===== src/rtl/instruction_fetch_unit.sv =====
// Fetch stage: owns the fetch PC, reads instruction memory over req/ack and buffers up to two words for decode.
// Optional build macro IFU_ALIGN_CHECK_EN adds the fetch_misaligned flag and a HALT state for unaligned redirects.
module instruction_fetch_unit #(
  parameter logic [31:0] RESET_VECTOR = 32'h0000_0000
) (
  input  logic        clk,
  input  logic        reset,
  output logic        mem_req,
  output logic [31:0] mem_addr,
  input  logic        mem_ack,
  input  logic [31:0] mem_rdata,
  output logic        fi_valid,
  output logic [31:0] fi_instruction,
  output logic [31:0] fi_pc,
  input  logic        fd_ready,
  input  logic        redirect_en,
  input  logic [31:0] redirect_pc
`ifdef IFU_ALIGN_CHECK_EN
  ,
  output logic        fetch_misaligned
`endif
);

  typedef enum logic [1:0] {
    S_IDLE  = 2'd0,
    S_REQ   = 2'd1,
    S_DRAIN = 2'd2
`ifdef IFU_ALIGN_CHECK_EN
    ,
    S_HALT  = 2'd3
`endif
  } state_t;

  state_t      state;
  logic [31:0] fetch_pc;
  logic [31:0] redirect_tgt;
  logic        push;
  logic        pop;
  logic [1:0]  count;
  logic [1:0]  count_next;
  logic        wr_ptr;
  logic        rd_ptr;
  logic [31:0] q_instr [2];
  logic [31:0] q_pc    [2];

  assign redirect_tgt = redirect_pc & 32'hFFFF_FFFC;

  // Only a REQ-state ack carries live data; drained or redirect-coincident acks are discarded.
  assign push = mem_req && mem_ack && (state == S_REQ) && !redirect_en;
  assign pop  = fi_valid && fd_ready;

  assign fi_valid       = (count != 2'd0);
  assign fi_instruction = fi_valid ? q_instr[rd_ptr] : 32'd0;
  assign fi_pc          = fi_valid ? q_pc[rd_ptr]    : 32'd0;

  always_comb begin
    count_next = count;
    if (redirect_en)
      count_next = 2'd0;
    else if (push && !pop)
      count_next = count + 2'd1;
    else if (pop && !push)
      count_next = count - 2'd1;
  end

  always_ff @(posedge clk) begin
    if (reset) begin
      count  <= 2'd0;
      wr_ptr <= 1'b0;
      rd_ptr <= 1'b0;
    end else begin
      count <= count_next;
      if (redirect_en) begin
        wr_ptr <= 1'b0;
        rd_ptr <= 1'b0;
      end else begin
        if (push) wr_ptr <= ~wr_ptr;
        if (pop)  rd_ptr <= ~rd_ptr;
      end
    end
  end

  always_ff @(posedge clk) begin
    if (push) begin
      q_instr[wr_ptr] <= mem_rdata;
      q_pc[wr_ptr]    <= mem_addr;
    end
  end

  always_ff @(posedge clk) begin
    if (reset) begin
      state    <= S_IDLE;
      mem_req  <= 1'b0;
      mem_addr <= RESET_VECTOR;
      fetch_pc <= RESET_VECTOR;
`ifdef IFU_ALIGN_CHECK_EN
      fetch_misaligned <= 1'b0;
`endif
    end else if (redirect_en) begin
      fetch_pc <= redirect_tgt;
`ifdef IFU_ALIGN_CHECK_EN
      fetch_misaligned <= (redirect_pc[1:0] != 2'b00);
`endif
      // A pending request cannot be withdrawn, so it is drained with its address held.
      if (mem_req && !mem_ack) begin
        state <= S_DRAIN;
      end
`ifdef IFU_ALIGN_CHECK_EN
      else if (redirect_pc[1:0] != 2'b00) begin
        state   <= S_HALT;
        mem_req <= 1'b0;
      end
`endif
      else begin
        state    <= S_REQ;
        mem_req  <= 1'b1;
        mem_addr <= redirect_tgt;
      end
    end else begin
      case (state)
        S_IDLE: begin
          if (count != 2'd2) begin
            state    <= S_REQ;
            mem_req  <= 1'b1;
            mem_addr <= fetch_pc;
          end
        end
        S_REQ: begin
          if (mem_ack) begin
            fetch_pc <= fetch_pc + 32'd4;
            if (count_next != 2'd2) begin
              mem_addr <= fetch_pc + 32'd4;
            end else begin
              state   <= S_IDLE;
              mem_req <= 1'b0;
            end
          end
        end
        S_DRAIN: begin
          if (mem_ack) begin
`ifdef IFU_ALIGN_CHECK_EN
            if (fetch_misaligned) begin
              state   <= S_HALT;
              mem_req <= 1'b0;
            end else begin
              state    <= S_REQ;
              mem_addr <= fetch_pc;
            end
`else
            state    <= S_REQ;
            mem_addr <= fetch_pc;
`endif
          end
        end
        default: ;
      endcase
    end
  end

endmodule


===== config.mk =====
export PLATFORM = sky130hd
export DESIGN_NAME = instruction_fetch_unit
export DESIGN_NICKNAME = d
export VERILOG_FILES = /design/src/rtl/instruction_fetch_unit.sv
export SDC_FILE = /design/constraint.sdc
export NUM_CORES = 1
export LEC_CHECK = 0
export CORE_MARGIN = 1
export CORE_UTILIZATION = 36
export DETAILED_ROUTE_END_ITERATION = 12
export HOLD_SLACK_MARGIN = 0.1
export SYNTH_ARGS = -nofsm -noshare
export SYNTH_HDL_FRONTEND = slang
export SYNTH_SLANG_ARGS = --single-unit

===== constraint.sdc =====
create_clock -name clk -period 11.6 [get_ports clk]
set_input_delay 1.74 -clock clk [delete_from_list [all_inputs] [get_ports clk]]
set_output_delay 1.74 -clock clk [all_outputs]
set_load 0.02 [all_outputs]

==> run summary <==
outcome: completed
largest net degree at the start of global routing: 63
worst-skew pair later-pin latency: 0.44 ns
P_int: 1.18 mW
Arr. time, crit path: 2.67 ns
Main synth FF type: edfxtp_1
setup_tns: 0 ns
total grt overflow: 0
Comb pwr share: 15.5%
Die Ht: 159 um
CTS Hold Bufs: 0
initial antenna violation count: 0
Syn Area/Cell: 11.1 sq um
CP Class: reg -> out
clock tree buffer depth: 2
Root Driver: clkbuf_16
Tmin final: 4.41 ns
vias in the first global route: 6219
Total GRT Usage: 17.6%
total core area: 24300 sq um
Clock transition at path regs: 0.07 ns
Async SR Flop Fraction: 0%
yosys warns: 0
Hold Path Class: reg -> reg
Setup WS post-layout: 7.19 ns
final net count: 1005
via count: 6568
hpwl dp: 14400 um
final hold violations: 0
worst-path maximum fanout: 53
final core occ: 46.7%
# rows: 57
Peak VDD IR: 0.0768 mV
Synth Cell Area: 8930 sq um
total chip power: 1.63 mW
Worst Tran Pin Value: 1.20 ns
fin crit share: 38.0%
Final Max Slew Viols: 0
crit end category: output pin
Rel. slew slack: 19.7%
Yosys cell types: 62
count of port buffers added during placement: 160
CP required: 9.86 ns
Fin Hold WS: 0.485 ns
Fillers: 2279
antenna viol nets, final: 0
cell count after synthesis: 801
CTS sink cnt: 192
sequential element share of the synthesized area: 56.9%
switching pwr: 0.447 mW
placer congestion estimate: 0.836
Starting Density: 36.7%
Area Growth Syn to Fin: 27.2%
PD cells: 143 nW/um^2
Setup Skew: 0.0150 ns
FF+latch count, synth: 192
clock power share: 35.3%
Max Clk Rate: 227 MHz
drt via density: 5.18
RSZ-0062 raised after global routing: false
H-tree depth: 4
CP startpoint kind: flop
first-pass GRT wire length: 34800 um
post-DR wirelength/cell: 17.5 um
DR iter-0 viols: 444
max_cap viols: 0
number of diodes: 0
residual DRC count: 0
Final Setup Violations: 0
Sw Share: 27.5%
IO Count: 167
Reg power frac: 49.2%
Pre-antenna DRT Iters: 5
DIE AREA: 25400 sq um
EDFF count, synth: 124
layout cell share with drive strength beyond 1: 6.47%
CTS tree: built
Die Width: 159 um
Post-CTS Repair Setup Buffers: 0
Static Leak: 3.69 nW
Setup WS pre-CTS: 6.83 ns
post-cts sizing count: 0
Detailed Route WL: 22200 um
Num CTS Buffers: 17
[per-layer routing]
layer  track usage [%]  vias to the layer above  routed length (um)
li1                  -                     3218                   -
met1              24.5                     3135               10600
met2              28.0                      199               10300
met3              3.78                       16                1130
met4              4.15                        0                 195
met5                 0                        -                   0
[cell families (layout without fill, tap and decap cells)]
group | count (synthesis) | in the layout | synth area share, %
AOI/OAI and AO/OA | 145 | 145 | 11.7
xor gates and xnor gates | 37 | 37 | 3.63
adders and majority gates | 6 | 6 | 0.841
buffers and inverters | 82 | 221 | 3.84
DFF | 192 | 192 | 56.9
muxes | 74 | 74 | 8.35
other | 1 | 4 | 0.0420
and+or+nand+nor | 264 | 264 | 14.7
[stage by stage]
stage / cell area, sq um / cells
after floorplan: 8940 / 804
final: 11400 / 1267
after CTS: 11400 / 1267
after global placement: 10800 / 1235
after global routing: 11400 / 1267
after detailed placement: 10800 / 1235
[cells in the final DEF (no fill, tap or decap), types with 5 or more instances in the layout]
master             n
nor2b_1            7
inv_1             15
a21oi_1           27
and3_1             5
nor2_1            95
o2111ai_1          5
nand4_1           23
or4_1              5
nand2_1           37
xnor2_1           21
clkinv_4           5
clkdlybuf4s50_1  159
buf_4             13
o211a_1            8
nand3_1           21
and4_1             7
nor3_1            27
o31ai_1            8
a311oi_1           7
ha_1               5
o21ai_0           23
o21a_1            14
mux2i_1           73
nor4_1            12
o211ai_1           6
xor2_1            16
a211oi_1           9
nand2b_1           7
dfxtp_1           67
edfxtp_1         124
clkbuf_16         17
a21boi_0           5
[power groups by stage]
stage / sequential, mW / combinational, mW / clock [mW]
2_1_floorplan: 0.823 / 0.129 / 0
6_report: 0.801 / 0.252 / 0.575
4_1_cts: 0.801 / 0.253 / 0.590
3_5_place_dp: 0.817 / 0.252 / 0
3_3_place_gp: 0.815 / 0.251 / 0
5_1_grt: 0.807 / 0.272 / 0.618
[flip-flops by register name, indices dropped and copies added (netlist names), named ones only]
signal / count
mem_addr: 30
rd_ptr: 1
wr_ptr: 1
state: 2
mem_req: 1
q_pc: 60
q_instr: 64
count: 2
fetch_pc: 30
[layout make-up]
cell class	instances	area [sq um]	area share, %
Inverter	16	60.1	0.529
Tap cell	324	405	3.57
Timing Repair Buffer	173	1690	14.9
Clock inverter	14	145	1.28
Sequential cell	192	5090	44.8
Clock buffer	18	429	3.78
Multi-Input combinational cell	530	3540	31.2
[cells in the mapped netlist, drive strengths merged, types with 6 or more instances]
cell type  number  share of area (%)
edfxtp        124                 42
a21boi          6               0.50
o21a           14                1.2
nand2b          7               0.49
mux2i          73                8.2
and4            7               0.69
a21oi          27                1.5
nor2b           7               0.49
nand3          21                1.2
o21ai          24                1.3
a311oi          7               0.69
nand4          23                1.6
buf            23                1.3
a211oi          9               0.76
ha              6               0.84
o211a           8               0.90
o211ai          6               0.50
clkbuf         43                1.8
nor2           97                4.1
inv            15               0.63
nand2          37                1.6
xor2           16                1.6
nor4           12               0.84
xnor2          21                2.1
nor3           27                1.5
o31ai           9               0.81
dfxtp          68                 15
[critical path, cell delays in order (launching register included)]
cell and delay (ns):
dfxtp_4 0.47, buf_4 0.77, mux2i_1 0.17, nor2_1 0.15
clkdlybuf4s50_1 0.62
[path summary, 6_finish.rpt]
| check | from | to | slack (ns) | depth (start not counted) |
|---|---|---|---|---|
| worst min register to register | mem_addr[5]$_SDFFE_PP0P_ | q_pc[0][5]$_DFFE_PP_ | 0.49 | 0 |
| worst min-delay path | mem_addr[5]$_SDFFE_PP0P_ | q_pc[0][5]$_DFFE_PP_ | 0.49 | 0 |
| worst max register to register | state[1]$_SDFFE_PP0P_ | mem_addr[15]$_SDFFE_PP0P_ | 8.58 | 9 |
| worst max-delay path | flop | fi_instruction[23] | 7.19 | 4 |
Power figures use the tool's default switching activity.
==> variant (same settings) <==
Add a define of `IFU_ALIGN_CHECK_EN`.
--- a/src/rtl/instruction_fetch_unit.sv
+++ b/src/rtl/instruction_fetch_unit.sv
@@ -1,5 +1,7 @@
 // Fetch stage: owns the fetch PC, reads instruction memory over req/ack and buffers up to two words for decode.
 // Optional build macro IFU_ALIGN_CHECK_EN adds the fetch_misaligned flag and a HALT state for unaligned redirects.
+`define IFU_ALIGN_CHECK_EN
+
 module instruction_fetch_unit #(
   parameter logic [31:0] RESET_VECTOR = 32'h0000_0000
 ) (
Check against the original RTL (old outputs only; new: fetch_misaligned): not equivalent (a bounded check fails within 4 cycles, from zero or initial values and one cycle with reset high).
==> variant against the original RTL <==
  * Cell area rose by 0.70%
  * Clock power rose by 3%
  * Fmax fell by 11%
  * Register-to-register slack got worse by 670 ps
  * Area after synthesis rose by 0.67%
  * Sequential cell count rose by 1
  * Routed wire length barely moved
  * Synthesized cell count rose by 0.62%
  * Setup slack got worse by 520 ps
  * Power rose by 0.21%
  * Non-clock buffer count rose by 1
  * Sequential share of layout area fell by 0.14 points
  * Largest cell class unchanged
  * Highest routed layer unchanged
==> variant: results (changes against the original RTL) <==
\begin{tabular}{lr}
\hline
Metric & Value \\
\hline
\multicolumn{2}{l}{\textbf{Run status}} \\
\quad Outcome & complete, no violations (unchanged) \\
\multicolumn{2}{l}{\textbf{Setup path}} \\
\quad Beginning of the worst register-to-register path & count[0] (was state[1]) \\
\quad Number of cells on the worst reg-to-reg path & 8 (was 9) \\
\quad End of the worst register-to-register path & mem\_addr[26] (was mem\_addr[15]) \\
\quad Arrival time of data at the critical path endpoint & 5260 ps (was 2670 ps) \\
\quad Worst Setup End Kind & register (was primary output) \\
\quad Reg2reg setup slack & 7910 ps (was 8580 ps) \\
\multicolumn{2}{l}{\textbf{Global route}} \\
\quad Met3 usage in global routing & 0.0400 (was 0.0378) \\
\quad First-pass GRT wire length & 34.8 mm (about the same) \\
\quad GR met1 Demand/Resource & 0.230 (was 0.245) \\
\quad Global routing usage summed across all routing layers & 0.174 (was 0.176) \\
\multicolumn{2}{l}{\textbf{Place}} \\
\quad Count of port buffers added during placement & 163 (was 160) \\
\quad RD Place Congestion & 0.806 (was 0.836) \\
\quad Number of cells after detailed placement & 1,242 (was 1,235) \\
\multicolumn{2}{l}{\textbf{Detailed routing}} \\
\quad Average detailed-routed wire length per instance & 17.4 microns (was 17.5 microns) \\
\quad Number of DRC violations after detailed-routing iteration 0 & 387 (was 444) \\
\quad Detailed-route via count & 6,702 (was 6,568) \\
\quad Met1 wire length & 10.2 mm (was 10.6 mm) \\
\multicolumn{2}{l}{\textbf{Yosys}} \\
\quad Post-synthesis instance total & 806 (was 801) \\
\quad Commonest cells in the synthesized netlist & edfxtp\_1, nor2\_1, dfxtp\_1 (was edfxtp\_1, nor2\_1, mux2i\_1) \\
\quad Synth top area cells & edfxtp\_1, dfxtp\_1, mux2i\_1 (unchanged) \\
\quad Share of synthesized area spent on multiplexers & 0.0747 (was 0.0835) \\
\quad Register area share after synthesis & 0.568 (was 0.569) \\
\quad Compound-gate portion of the synthesized area & 0.124 (was 0.117) \\
\multicolumn{2}{l}{\textbf{Timing}} \\
\quad Skew final & 10.5 ps (was 15.0 ps) \\
\quad Worst max-slew margin expressed relative to the limit & 0.198 (was 0.197) \\
\multicolumn{2}{l}{\textbf{Final layout}} \\
\quad Layout filler cell count & 2,290 (was 2,279) \\
\multicolumn{2}{l}{\textbf{Power and ir drop}} \\
\quad Net Sw Power & 0.449 mW (was 0.447 mW) \\
\multicolumn{2}{l}{\textbf{Hold path}} \\
\quad Startpoint of the lowest-slack hold path & mem\_addr[17] (was mem\_addr[5]) \\
\hline
\end{tabular}
-- variant: cell types whose count changed after synthesis, sizes merged, moves of 6 or more --
cell,delta
o31a,+6
nor2b,-7
inv,+6
xnor2,+9
nor3,-8
mux2i,-7
a21boi,+6
-- variant: cell type report --
cell class	count	area [sq um]	area share
flip-flops and latches	193	5110	0.446
multi-input cells	529	3540	0.309
repair buffers	174	1710	0.150
clock buffers	17	425	0.0372
well taps	324	405	0.0354
clock inverters	15	166	0.0145
inverters	22	82.6	0.00722
-- variant: worst max-delay path, cell delays in order --
cell	delay, ps
clkdlybuf4s50_1	390
buf_4	290
nand4b_1	710
or3b_2	720
a31oi_2	650
nor2_1	410
o32ai_1	320
-- variant: power groups by stage --
stage                     sequential, mW  combinational, mW  clock (mW)
after CTS                          0.802              0.243       0.603
after floorplan                    0.824              0.125           0
after global placement             0.817              0.239           0
final                              0.801              0.241       0.590
after global routing               0.807              0.262       0.630
after detailed placement           0.817              0.241           0
